**src/rtl/regfile_scanner_if.sv**
```systemverilog
// Output stream of the register-dump sequencer: one {index, value} pair per
// valid/ready handshake.
interface regfile_scanner_if #(
  parameter int unsigned DATA_W = 32
);
  logic              out_valid;
  logic              out_ready;
  logic [4:0]        out_idx;
  logic [DATA_W-1:0] out_data;

  modport master (
    output out_valid,
    output out_idx,
    output out_data,
    input  out_ready
  );

  modport slave (
    input  out_valid,
    input  out_idx,
    input  out_data,
    output out_ready
  );
endinterface

```
**src/rtl/regfile_scanner.sv**
```systemverilog
// Register-dump sequencer: on start, stalls the CPU, takes over regfile read
// port A and streams {index, value} pairs for registers 0..NUM_REGS-1.
module regfile_scanner #(
  parameter int unsigned NUM_REGS = 32,
  parameter int unsigned DATA_W   = 32
) (
  input  logic              clock,
  input  logic              reset,
  input  logic              start,
  input  logic              abort,
  input  logic [4:0]        cpu_rs1,
  output logic [4:0]        rs1_out,
  input  logic [DATA_W-1:0] regA,
  output logic              cpu_stall,
  output logic              done,
  regfile_scanner_if.master out_if
);

  localparam logic [1:0] IDLE  = 2'd0;
  localparam logic [1:0] ADDR  = 2'd1;
  localparam logic [1:0] VALID = 2'd2;
  localparam logic [1:0] DONE  = 2'd3;

  localparam logic [4:0] LAST_IDX = 5'(NUM_REGS - 1);

  logic [1:0]        state;
  logic [4:0]        idx;
  logic [4:0]        out_idx_q;
  logic [DATA_W-1:0] out_data_q;

  always_ff @(posedge clock) begin
    if (reset) begin
      state      <= IDLE;
      idx        <= '0;
      out_idx_q  <= '0;
      out_data_q <= '0;
    end else begin
      case (state)
        IDLE: begin
          if (start) begin
            state <= ADDR;
            idx   <= '0;
          end
        end
        ADDR: begin
          if (abort) begin
            state <= IDLE;
          end else begin
            // regA is the combinational read of idx driven on rs1_out this cycle
            out_data_q <= regA;
            out_idx_q  <= idx;
            state      <= VALID;
          end
        end
        VALID: begin
          if (abort) begin
            state <= IDLE;
          end else if (out_if.out_ready) begin
            if (idx == LAST_IDX) begin
              state <= DONE;
            end else begin
              idx   <= idx + 5'd1;
              state <= ADDR;
            end
          end
        end
        default: begin
          state <= IDLE;
        end
      endcase
    end
  end

  // All status outputs decode registered state only; rs1_out is the sole
  // combinational path, and only from cpu_rs1 while not scanning.
  assign cpu_stall        = (state == ADDR) || (state == VALID);
  assign done             = (state == DONE);
  assign out_if.out_valid = (state == VALID);
  assign out_if.out_idx   = out_idx_q;
  assign out_if.out_data  = out_data_q;
  assign rs1_out          = cpu_stall ? idx : cpu_rs1;

endmodule

```
**src/flat_wrapper.sv**
```systemverilog
// flat-port wrapper written by rule: the top's interface ports become plain ports
module regfile_scanner_flat 
#(
  parameter int unsigned NUM_REGS = 32,
  parameter int unsigned DATA_W   = 32
)
  (clock, reset, start, abort, cpu_rs1, rs1_out, regA, cpu_stall, done, out_if_out_valid, out_if_out_idx, out_if_out_data, out_if_out_ready);
  regfile_scanner_if #(.DATA_W(DATA_W)) out_if_i ();
  input  logic clock;
  input  logic reset;
  input  logic start;
  input  logic abort;
  input  logic [4:0] cpu_rs1;
  output logic [4:0] rs1_out;
  input  logic [DATA_W-1:0] regA;
  output logic cpu_stall;
  output logic done;
  output wire logic [$bits(out_if_i.out_valid)-1:0] out_if_out_valid;
  output wire logic [$bits(out_if_i.out_idx)-1:0] out_if_out_idx;
  output wire logic [$bits(out_if_i.out_data)-1:0] out_if_out_data;
  input wire logic [$bits(out_if_i.out_ready)-1:0] out_if_out_ready;
  assign out_if_out_valid = out_if_i.out_valid;
  assign out_if_out_idx = out_if_i.out_idx;
  assign out_if_out_data = out_if_i.out_data;
  assign out_if_i.out_ready = out_if_out_ready;
  regfile_scanner #(.NUM_REGS(NUM_REGS), .DATA_W(DATA_W)) u_core (.clock(clock), .reset(reset), .start(start), .abort(abort), .cpu_rs1(cpu_rs1), .rs1_out(rs1_out), .regA(regA), .cpu_stall(cpu_stall), .done(done), .out_if(out_if_i));
endmodule
```
**config.mk**
```make
export PLATFORM = sky130hd
export DESIGN_NAME = regfile_scanner_flat
export DESIGN_NICKNAME = d
export VERILOG_FILES = /design/src/rtl/regfile_scanner_if.sv /design/src/rtl/regfile_scanner.sv /design/src/flat_wrapper.sv
export SDC_FILE = /design/constraint.sdc
export NUM_CORES = 1
export LEC_CHECK = 0
export BUFFER_PORTS_ARGS = -buffer_cell sky130_fd_sc_hd__buf_2
export CAP_MARGIN = 20
export CORE_UTILIZATION = 45
export CTS_CLUSTER_DIAMETER = 50
export DETAILED_ROUTE_END_ITERATION = 7
export PLACE_DENSITY = 0.83
export SETUP_SLACK_MARGIN = 0.5
export SYNTH_ARGS = -nofsm -noshare
export SYNTH_HDL_FRONTEND = slang
export SYNTH_SLANG_ARGS = --single-unit
```
**constraint.sdc**
```tcl
create_clock -name clock -period 2.05 [get_ports clock]
set_input_delay 0.1025 -clock clock [delete_from_list [all_inputs] [get_ports clock]]
set_output_delay 0.1025 -clock clock [all_outputs]
set_load 0.02 [all_outputs]
```
==> results.py <==
metrics = {
    "timing": {
        "grt_setup_unrepaired": "true",
        "post-route-period-util_pct": 81.48,
        "hold_viol": 0,
        "slew_violations": 0,
        "fmax_ghz": 0.5987,
        "finalSetupTns_ns": 0,
        "tightest_slew_ns": 0.4828,
        "max-slew-margin-rel_pct": 67.81,
        "setup_viol": 0,
        "skew_ns": 0.003177,
        "holdWs_ns": 0.04325,
        "period_needed_ns": 1.670,
    },
    "layout": {
        "layout_commonest_cell": "buf_2",
        "antennaDiodeCount": 0,
        "layout_common_cells": "buf_2, nand2_1, a21oi_1",
        "num-nets-final": 358,
        "area_delta_synth_final_pct": 44.41,
        "drive_above_1_share_pct": 43.73,
        "fillCellCount": 327,
    },
    "placed_design": {
        "dp_hpwl_um": 2816,
        "io_buffers": 86,
        "gp_congestion": 0.8230,
    },
    "yosys": {
        "ys_seq_area_share_pct": 48.92,
        "synth_area_um2": 1800,
        "syn_nets": 267,
        "synth-seq-cells": 44,
        "syn-instance-count": 219,
        "avgSynthCellArea_um2": 8.221,
        "yosys_warnings": 0,
        "synth.distinct_cells": 26,
    },
    "clock_network": {
        "cts_max_level": 2,
        "cts_inserted_buffers": 5,
        "cts-root-buf": "clkbuf_8",
        "clk_latency_ns": 0.29,
        "cts_tree": "done",
        "cts.sinks": 44,
        "ctsLongestPathBuffers": 2,
        "postCtsHoldBufs": 0,
        "clk_pin_slew_ns": 0.08,
    },
    "pwr": {
        "p_per_area_nw_per_um2": 759.6,
        "irDropWorstVdd_v": 0.0004569,
        "leakagePower_nw": 1.150,
    },
    "floorplanning": {
        "ioPinCount": 87,
        "initial_core_util_pct": 48.09,
        "dieWidth_um": 65.26,
        "core_um2": 3744,
        "num_rows": 22,
        "die_area_um2": 4258,
        "dieHeight_um": 65.26,
    },
    "route": {
        "vias": 1799,
        "first_iter_violations": 87,
        "wirelength_um": 4351,
        "wl_per_cell_um": 12.12,
        "drt-pass1-iter-count": 4,
        "vias_per_cell": 5.011,
        "route.detailed.drc": 0,
        "ant_nets": 0,
    },
    "critical_path": {
        "crit_type": "reg -> reg",
        "worstPathArrival_ns": 1.85,
        "crit_required_ns": 2.23,
        "crit_fanout": 4,
        "startpoint_type": "flop",
        "end_kind": "flop",
    },
    "global_routing": {
        "grt_overflow": 0,
        "grt_pass1_vias": 1588,
        "antenna_found_initial": 0,
        "grt_pass1_wl_um": 6913,
        "grt_max_degree": 38,
        "grt_util_all_layers_pct": 21.02,
    },
    "worst_hold_path": {
        "min_path_type": "in -> reg",
    },
    "flow_run": {
        "cap_viol_max_count": 0,
    },
    "run_status": {
        "status": "finished, final reports clean",
    },
}
==> kinds of logic (layout without fill, tap and decap cells) <==
family                   Yosys count  in the layout  synth area share [%]
AO/OA/AOI/OAI                     50             50                 15.15
buffers and inverters             18            110                 4.934
multiplexers                       6              6                 3.752
AND/OR/NAND/NOR                   95             95                 23.07
flip-flops                        44             44                 48.92
adder cells (fa/ha/maj)            6              6                 4.169
==> final cells by class <==
class | instances | area, um2 | area share, %
clock buffer | 6 | 72.57 | 2.791
clock inverter | 2 | 35.03 | 1.347
inverter | 5 | 21.27 | 0.8181
multi-input combinational | 157 | 969.7 | 37.30
sequential | 44 | 893.4 | 34.36
tap | 48 | 60.06 | 2.310
timing repair buffer | 97 | 548.0 | 21.08
==> critical path, stage by stage, from the launching register on <==
cell and delay, ns:
dfxtp_4 0.36, ha_4 0.15, and3_4 0.18, ha_4 0.15
and4bb_4 0.37, nand3_2 0.07, mux2_2 0.27
==> sequential cells by signal (all words and copies together) (netlist names) <==
name and count:
u_core.idx 5, u_core.out_if.out_data 32, u_core.out_if.out_idx 5, u_core.state 2
==> routing by layer <==
layer,part of all wire [%],vias to the layer above,track usage [%],wire [um]
met5,0,-,0,0
met2,51,58,36.98,2204
li1,-,902,-,-
met1,42,834,24.03,1841
met3,5.5,5,5.035,239
met4,1.5,0,8.967,65
==> timing repair <==
item / in CTS / in global routing
resized for setup: 23 / 17
setup buffers: 6 / 2
pin swaps: 3 / 4
setup endpoints to repair: 32 / 17
==> final timing paths <==
path	startpoint	end	slack, ns	cells past startpoint
min reg2reg	u_core.out_if.out_data[2]$_SDFFE_PP0P_	u_core.out_if.out_data[2]$_SDFFE_PP0P_	0.45	2
min	regA[8]	u_core.out_if.out_data[8]$_SDFFE_PP0P_	0.04	3
max reg2reg	u_core.idx[1]$_SDFFE_PP0P_	u_core.idx[2]$_SDFFE_PP0P_	0.38	6
max	u_core.idx[1]$_SDFFE_PP0P_	u_core.idx[2]$_SDFFE_PP0P_	0.38	6
==> where the power goes <==
group          leakage (nW)  switching, W  total [W]  internal [W]
clock                0.0552      0.000273   0.000635      0.000361
sequential            0.360     0.0000192   0.000911      0.000892
combinational         0.735      0.000237   0.000429      0.000192
total                  1.15      0.000530    0.00198       0.00145
==> Yosys cell counts, drive strengths merged <==
cell type,count,share of area (%)
a2111o,1,0.63
a211oi,1,0.42
a21oi,42,12
and2b,1,0.49
and3,1,0.35
and4bb,1,0.69
buf,9,2.5
clkbuf,4,1.4
dfxtp,44,49
ha,6,4.2
inv,5,1.0
mux2,6,3.8
nand2,75,16
nand2b,7,2.4
nand3,2,0.56
nand4b,1,0.49
nor2,2,0.42
nor2b,2,0.69
nor3b,1,0.42
o21a,1,0.42
o21ai,2,0.56
o221ai,1,0.49
o32ai,2,0.97
or3,1,0.35
or4b,1,0.56
==> metrics by stage <==
stage / worst slack, ns / power, W / instances / cell area [um2] / utilization, %
after CTS: 0.4210 / 0.001970 / 357 / 2506 / 66.95
final: 0.3796 / 0.001975 / 359 / 2600 / 69.45
after global placement: 0.2697 / 0.001277 / 343 / 2276 / 60.80
after detailed placement: 0.2146 / 0.001283 / 343 / 2276 / 60.80
after floorplan: 0.4715 / 0.001168 / 219 / 1831 / -
after global routing: 0.3379 / 0.002084 / 359 / 2600 / 69.45
(Power assumes the default switching activity.)
